## config.mk

```make
export PLATFORM = sky130hd
export DESIGN_NAME = button_conditioner
export DESIGN_NICKNAME = d
export VERILOG_FILES = /design/src/rtl/button_conditioner.sv
export SDC_FILE = /design/constraint.sdc
export NUM_CORES = 1
export LEC_CHECK = 0
export ABC_AREA = 1
export CAP_MARGIN = 20
export CORE_ASPECT_RATIO = 1.2
export CORE_MARGIN = 3
export CORE_UTILIZATION = 55
export DETAILED_ROUTE_END_ITERATION = 10
export PLACE_DENSITY = 0.77
export SLEW_MARGIN = 0
export SYNTH_ARGS = -nofsm -noshare
export SYNTH_HDL_FRONTEND = slang
export SYNTH_SLANG_ARGS = --single-unit
```

## constraint.sdc

```tcl
create_clock -name clk -period 1.65 [get_ports clk]
set_input_delay 0.165 -clock clk [delete_from_list [all_inputs] [get_ports clk]]
set_output_delay 0.165 -clock clk [all_outputs]
set_load 0.05 [all_outputs]
```

## src/rtl/button_conditioner.sv

```systemverilog
// button_conditioner
//
// Front-end conditioning for raw pushbuttons and slide switches. Every lane
// is synchronized into the clk domain. A four-state counter FSM then
// debounces it. The accepted level is presented together with one-cycle
// edge pulses.
//
// Build option:
//   COND_FALL_PULSE_EN - when defined, adds the fe_out port and its
//                        falling-edge pulse registers. deb_out and re_out
//                        behave identically in both builds.
//
// Parameters:
//   CHANNELS         number of independent lanes (>= 1)
//   DEBOUNCE_CYCLES  cycles a synchronized input must hold a new value
//                    before it is accepted (>= 1)
//   SYNC_STAGES      synchronizer depth per lane (>= 2)
//
// Ports:
//   clk          system clock
//   async_reset  asynchronous, active-low reset
//   raw_in       raw asynchronous button/switch levels, active-high
//   deb_out      debounced level per lane
//   re_out       one-cycle pulse on each accepted 0->1 change of deb_out
//   fe_out       one-cycle pulse on each accepted 1->0 change of deb_out
//                (COND_FALL_PULSE_EN builds only)

module button_conditioner #(
  parameter int CHANNELS        = 4,
  parameter int DEBOUNCE_CYCLES = 500000,
  parameter int SYNC_STAGES     = 2
) (
  input  logic                clk,
  input  logic                async_reset,
  input  logic [CHANNELS-1:0] raw_in,
  output logic [CHANNELS-1:0] deb_out,
  output logic [CHANNELS-1:0] re_out
`ifdef COND_FALL_PULSE_EN
  ,
  output logic [CHANNELS-1:0] fe_out
`endif
);

  localparam int CNT_W = $clog2(DEBOUNCE_CYCLES + 1);
  localparam logic [CNT_W-1:0] DEB_CNT = CNT_W'(DEBOUNCE_CYCLES);
  localparam logic [CNT_W-1:0] CNT_ONE = CNT_W'(1);

  typedef enum logic [1:0] {
    STABLE_LO,
    CHECK_HI,
    STABLE_HI,
    CHECK_LO
  } lane_state_e;

  // Synchronizer chain. This is a plain shift of raw_in with no logic
  // between stages, so that metastability has whole cycles to settle.
  logic [CHANNELS-1:0] sync_q [SYNC_STAGES];
  logic [CHANNELS-1:0] sync_d [SYNC_STAGES];
  logic [CHANNELS-1:0] sync_s;

  always_comb begin
    sync_d[0] = raw_in;
    for (int i = 1; i < SYNC_STAGES; i++) begin
      sync_d[i] = sync_q[i-1];
    end
  end

  always_ff @(posedge clk or negedge async_reset) begin
    if (!async_reset) begin
      for (int i = 0; i < SYNC_STAGES; i++) begin
        sync_q[i] <= '0;
      end
    end else begin
      sync_q <= sync_d;
    end
  end

  assign sync_s = sync_q[SYNC_STAGES-1];

  for (genvar g = 0; g < CHANNELS; g++) begin : g_lane
    lane_state_e      state_q, state_d;
    logic [CNT_W-1:0] cnt_q, cnt_d;
    logic             deb_q, deb_d;
    logic             re_q, re_d;
`ifdef COND_FALL_PULSE_EN
    logic             fe_q, fe_d;
`endif

    // The counter reaches DEBOUNCE_CYCLES only while the input keeps
    // holding its new value. The comparison against DEB_CNT happens before
    // any increment, so the counter can never pass it or wrap. Any
    // disagreement sends the lane back to its stable state with a cleared
    // count. A bounce therefore always costs a complete new interval.
    always_comb begin
      state_d = state_q;
      cnt_d   = cnt_q;
      deb_d   = deb_q;
      re_d    = 1'b0;
`ifdef COND_FALL_PULSE_EN
      fe_d    = 1'b0;
`endif
      case (state_q)
        STABLE_LO: begin
          if (sync_s[g]) begin
            state_d = CHECK_HI;
            cnt_d   = CNT_ONE;
          end else begin
            cnt_d   = '0;
          end
        end
        CHECK_HI: begin
          if (!sync_s[g]) begin
            state_d = STABLE_LO;
            cnt_d   = '0;
          end else if (cnt_q == DEB_CNT) begin
            state_d = STABLE_HI;
            cnt_d   = '0;
            deb_d   = 1'b1;
            re_d    = 1'b1;
          end else begin
            cnt_d   = cnt_q + CNT_ONE;
          end
        end
        STABLE_HI: begin
          if (!sync_s[g]) begin
            state_d = CHECK_LO;
            cnt_d   = CNT_ONE;
          end else begin
            cnt_d   = '0;
          end
        end
        CHECK_LO: begin
          if (sync_s[g]) begin
            state_d = STABLE_HI;
            cnt_d   = '0;
          end else if (cnt_q == DEB_CNT) begin
            state_d = STABLE_LO;
            cnt_d   = '0;
            deb_d   = 1'b0;
`ifdef COND_FALL_PULSE_EN
            fe_d    = 1'b1;
`endif
          end else begin
            cnt_d   = cnt_q + CNT_ONE;
          end
        end
        default: begin
          state_d = STABLE_LO;
          cnt_d   = '0;
          deb_d   = 1'b0;
        end
      endcase
    end

    always_ff @(posedge clk or negedge async_reset) begin
      if (!async_reset) begin
        state_q <= STABLE_LO;
        cnt_q   <= '0;
        deb_q   <= 1'b0;
        re_q    <= 1'b0;
`ifdef COND_FALL_PULSE_EN
        fe_q    <= 1'b0;
`endif
      end else begin
        state_q <= state_d;
        cnt_q   <= cnt_d;
        deb_q   <= deb_d;
        re_q    <= re_d;
`ifdef COND_FALL_PULSE_EN
        fe_q    <= fe_d;
`endif
      end
    end

    assign deb_out[g] = deb_q;
    assign re_out[g]  = re_q;
`ifdef COND_FALL_PULSE_EN
    assign fe_out[g]  = fe_q;
`endif
  end

endmodule

```

==> flow_summary.yaml <==
run_status:
  outcome: "complete, no violations"
place:
  io_buffers: 13
  dp.cells: 839
  hpwlAfterDp_um: 7510
  dpl_cell_area_sq_um: 5640
  place.gp.congestion: 0.924
sta:
  fmax_ghz: 0.648
  relSlewSlack: 0.672
  slew_viol_final: 0
  hold_viol: 0
  fin_crit_ns: 1.54
  hold_slack_ns: 0.229
  fin_skew_ns: 0.00802
  worst_pin_slew_ns: 0.494
  setup_violations: 0
  fin_crit_sh: 0.935
layout:
  num-fill-cells: 815
  multi_input_area_sq_um: 2450
  nets: 747
  stdcell_count: 858
  num_antenna_cells: 0
  seq_area_sq_um: 2500
  design_area_sq_um: 5950
  syn2layout_area_growth_pct: 10.8
  drive_gt1_frac: 0.0705
  final_util: 0.642
clock_network:
  cts_max_path_buffers: 2
  cts_buffers: 9
  cts_sinks: 100
  cts_tree: "built"
  htree_levels: 3
  cts-root-buf: "clkbuf_8"
  clock_latency_ns: 0.37
  clk_pin_slew_worst_paths_ns: 0.09
logic_synthesis:
  syn_nets: 725
  yosysTopAreaCell: "dfrtp_1"
  yosysWarnings: 0
  netlist_instances: 711
  synth_ff_type: "dfrtp_1"
  async_flop_share: 1.00
  syn_area_sq_um: 5370
  synth_commonest_cells: "nor2_1, nand2_1, dfrtp_1"
  avgSynthCellArea_sq_um: 7.55
  synth_area_leaders: "dfrtp_1, nor2_1, nand2_1"
  synth_most_common_cell: "nor2_1"
  synth_top_area_frac: 0.466
  synth_edf_count: 0
  yosysSeqAreaShare: 0.466
  synth-seq-cells: 100
  yosysUniqueCellTypes: 28
global_route:
  grt_pass1_vias: 4205
  grt_pass1_wl_um: 17800
  grt.overflow.total: 0
  grt_max_degree: 39
  grt_usage: 0.202
  antenna_found_initial: 0
die:
  die_x_um: 96.2
  start_util: 0.579
  rows: 38
  dieArea_sq_um: 11000
  die_h_um: 114
  boundaryPins: 14
  core_area_sq_um: 9270
critical_path:
  ff2ff_path_depth: 8
  start_kind: "register"
  required_ns: 1.91
  critical_path_class: "reg -> reg"
  critPathLaunch: "g_lane[1].cnt_q[0]$_DFF_PN0_"
  r2r_start: "g_lane[1].cnt_q[0]$_DFF_PN0_"
  cp_max_fo: 10
  r2r-end: "g_lane[1].cnt_q[7]$_DFF_PN0_"
  cp_data_arrival_time_ns: 1.80
  r2r_slack_ns: 0.11
  worst_setup_path_end_kind: "register"
pwr:
  powerDensity_nw_per_um2: 922
  peakVddDrop_v: 0.000586
  p_leak_nw: 2.69
route:
  via_per_inst: 5.17
  drt_pre_antenna_iters: 4
  drcViolationCount: 0
  dr.first_iter.drc_count: 185
  wl_per_cell_um: 12.0
  num_vias: 4435
  wirelength_um: 10300
  final_antenna_net_count: 0
worst_hold_path:
  min_from: "raw_in[0]"
  whs_path_depth: 1
  holdPathEnd: "sync_d[0]$_DFF_PN0_"
  hold_path_class: "in -> reg"
job:
  cap_violations: 0
[worst max-delay path, cell delays in order (launching register included)]
cell	delay, ns
dfrtp_1	0.42
inv_1	0.09
ha_1	0.16
nand4_1	0.12
nor2_1	0.15
nand2_2	0.12
nand2_4	0.14
buf_4	0.18
nor3_1	0.06
[worst max path at each step]
stage / to / cells after the start
3_3_place_gp: g_lane[1].cnt_q[12]$_DFF_PN0_ / 7
2_1_floorplan: g_lane[1].cnt_q[12]$_DFF_PN0_ / 7
3_5_place_dp: g_lane[2].cnt_q[7]$_DFF_PN0_ / 10
4_1_cts: g_lane[1].cnt_q[7]$_DFF_PN0_ / 8
5_1_grt: g_lane[0].cnt_q[13]$_DFF_PN0_ / 8
6_report: g_lane[1].cnt_q[7]$_DFF_PN0_ / 8
[metal layers]
layer / track usage / part of all wire / wire, um
met2: 0.351 / 0.51 / 5270
met5: 0 / 0 / 0
met4: 0.0702 / 0.016 / 168
met3: 0.0401 / 0.029 / 300
met1: 0.247 / 0.44 / 4530
[per-stage QoR]
step | setup WS, ns | total power [W] | TNS, ns
finish | 0.107 | 0.00549 | 0
global route | -0.00176 | 0.00580 | -0.00176
CTS | 0.0505 | 0.00548 | 0
detailed placement | 0.0778 | 0.00357 | 0
global placement | 0.140 | 0.00352 | 0
floorplan | 0.220 | 0.00334 | 0
[final cells by class]
cell class	instances	area share
clock buffer	9	0.0208
clock inverter	7	0.0208
inverter	91	0.0574
multi-input combinational	506	0.412
sequential	100	0.421
tap	120	0.0252
timing repair buffer	25	0.0429
[registers in the layout, indices dropped and copies added (netlist names), named ones only]
register,count
g_lane.cnt_q,76
g_lane.deb_q,4
g_lane.re_q,4
g_lane.state_q,4
sync_d,4
sync_s,4
[report_power, final]
part	total [W]	internal, W	switching (W)
registers	0.00273	0.00258	0.000153
logic	0.000869	0.000346	0.000522
clock network	0.00189	0.00102	0.000871
total	0.00549	0.00394	0.00155
[cells in the final DEF, fill, tap and decap left out, drive strengths merged]
master	n
nor2	167
nand2	164
dfrtp	100
inv	92
nand3	58
xor2	25
nand4	18
nor3	17
buf	16
a21oi	12
xnor2	11
o21ai	10
clkbuf	9
ha	8
nand3b	4
clkdlybuf4s50	4
dlygate4sd2	4
nor3b	4
bufinv	3
and3	2
a31oi	2
clkinv	2
or2	2
o21bai	1
a21boi	1
clkinvlp	1
dlygate4sd3	1
[what timing repair did]
| action | 4_1_cts | 5_1_grt |
|---|---|---|
| hold buffers | 1 | 0 |
| endpoints found under the setup margin | 4 | 43 |
| resized for setup | 4 | 9 |
| setup buffers | 0 | 2 |
| pin swaps | 0 | 1 |
| hold endpoints to repair | 28 | 0 |
[kinds of logic (layout without fill, tap and decap cells)]
family / after synthesis / count (layout) / synth area share
adders and majority gates: 8 / 8 / 0.0186
buffers and inverters: 105 / 132 / 0.0829
DFF: 100 / 100 / 0.466
AOI/OAI and AO/OA: 26 / 26 / 0.0277
xor gates and xnor gates: 36 / 36 / 0.0587
and+or+nand+nor: 436 / 436 / 0.346
Note: power is estimated with default switching activity, not from simulation.
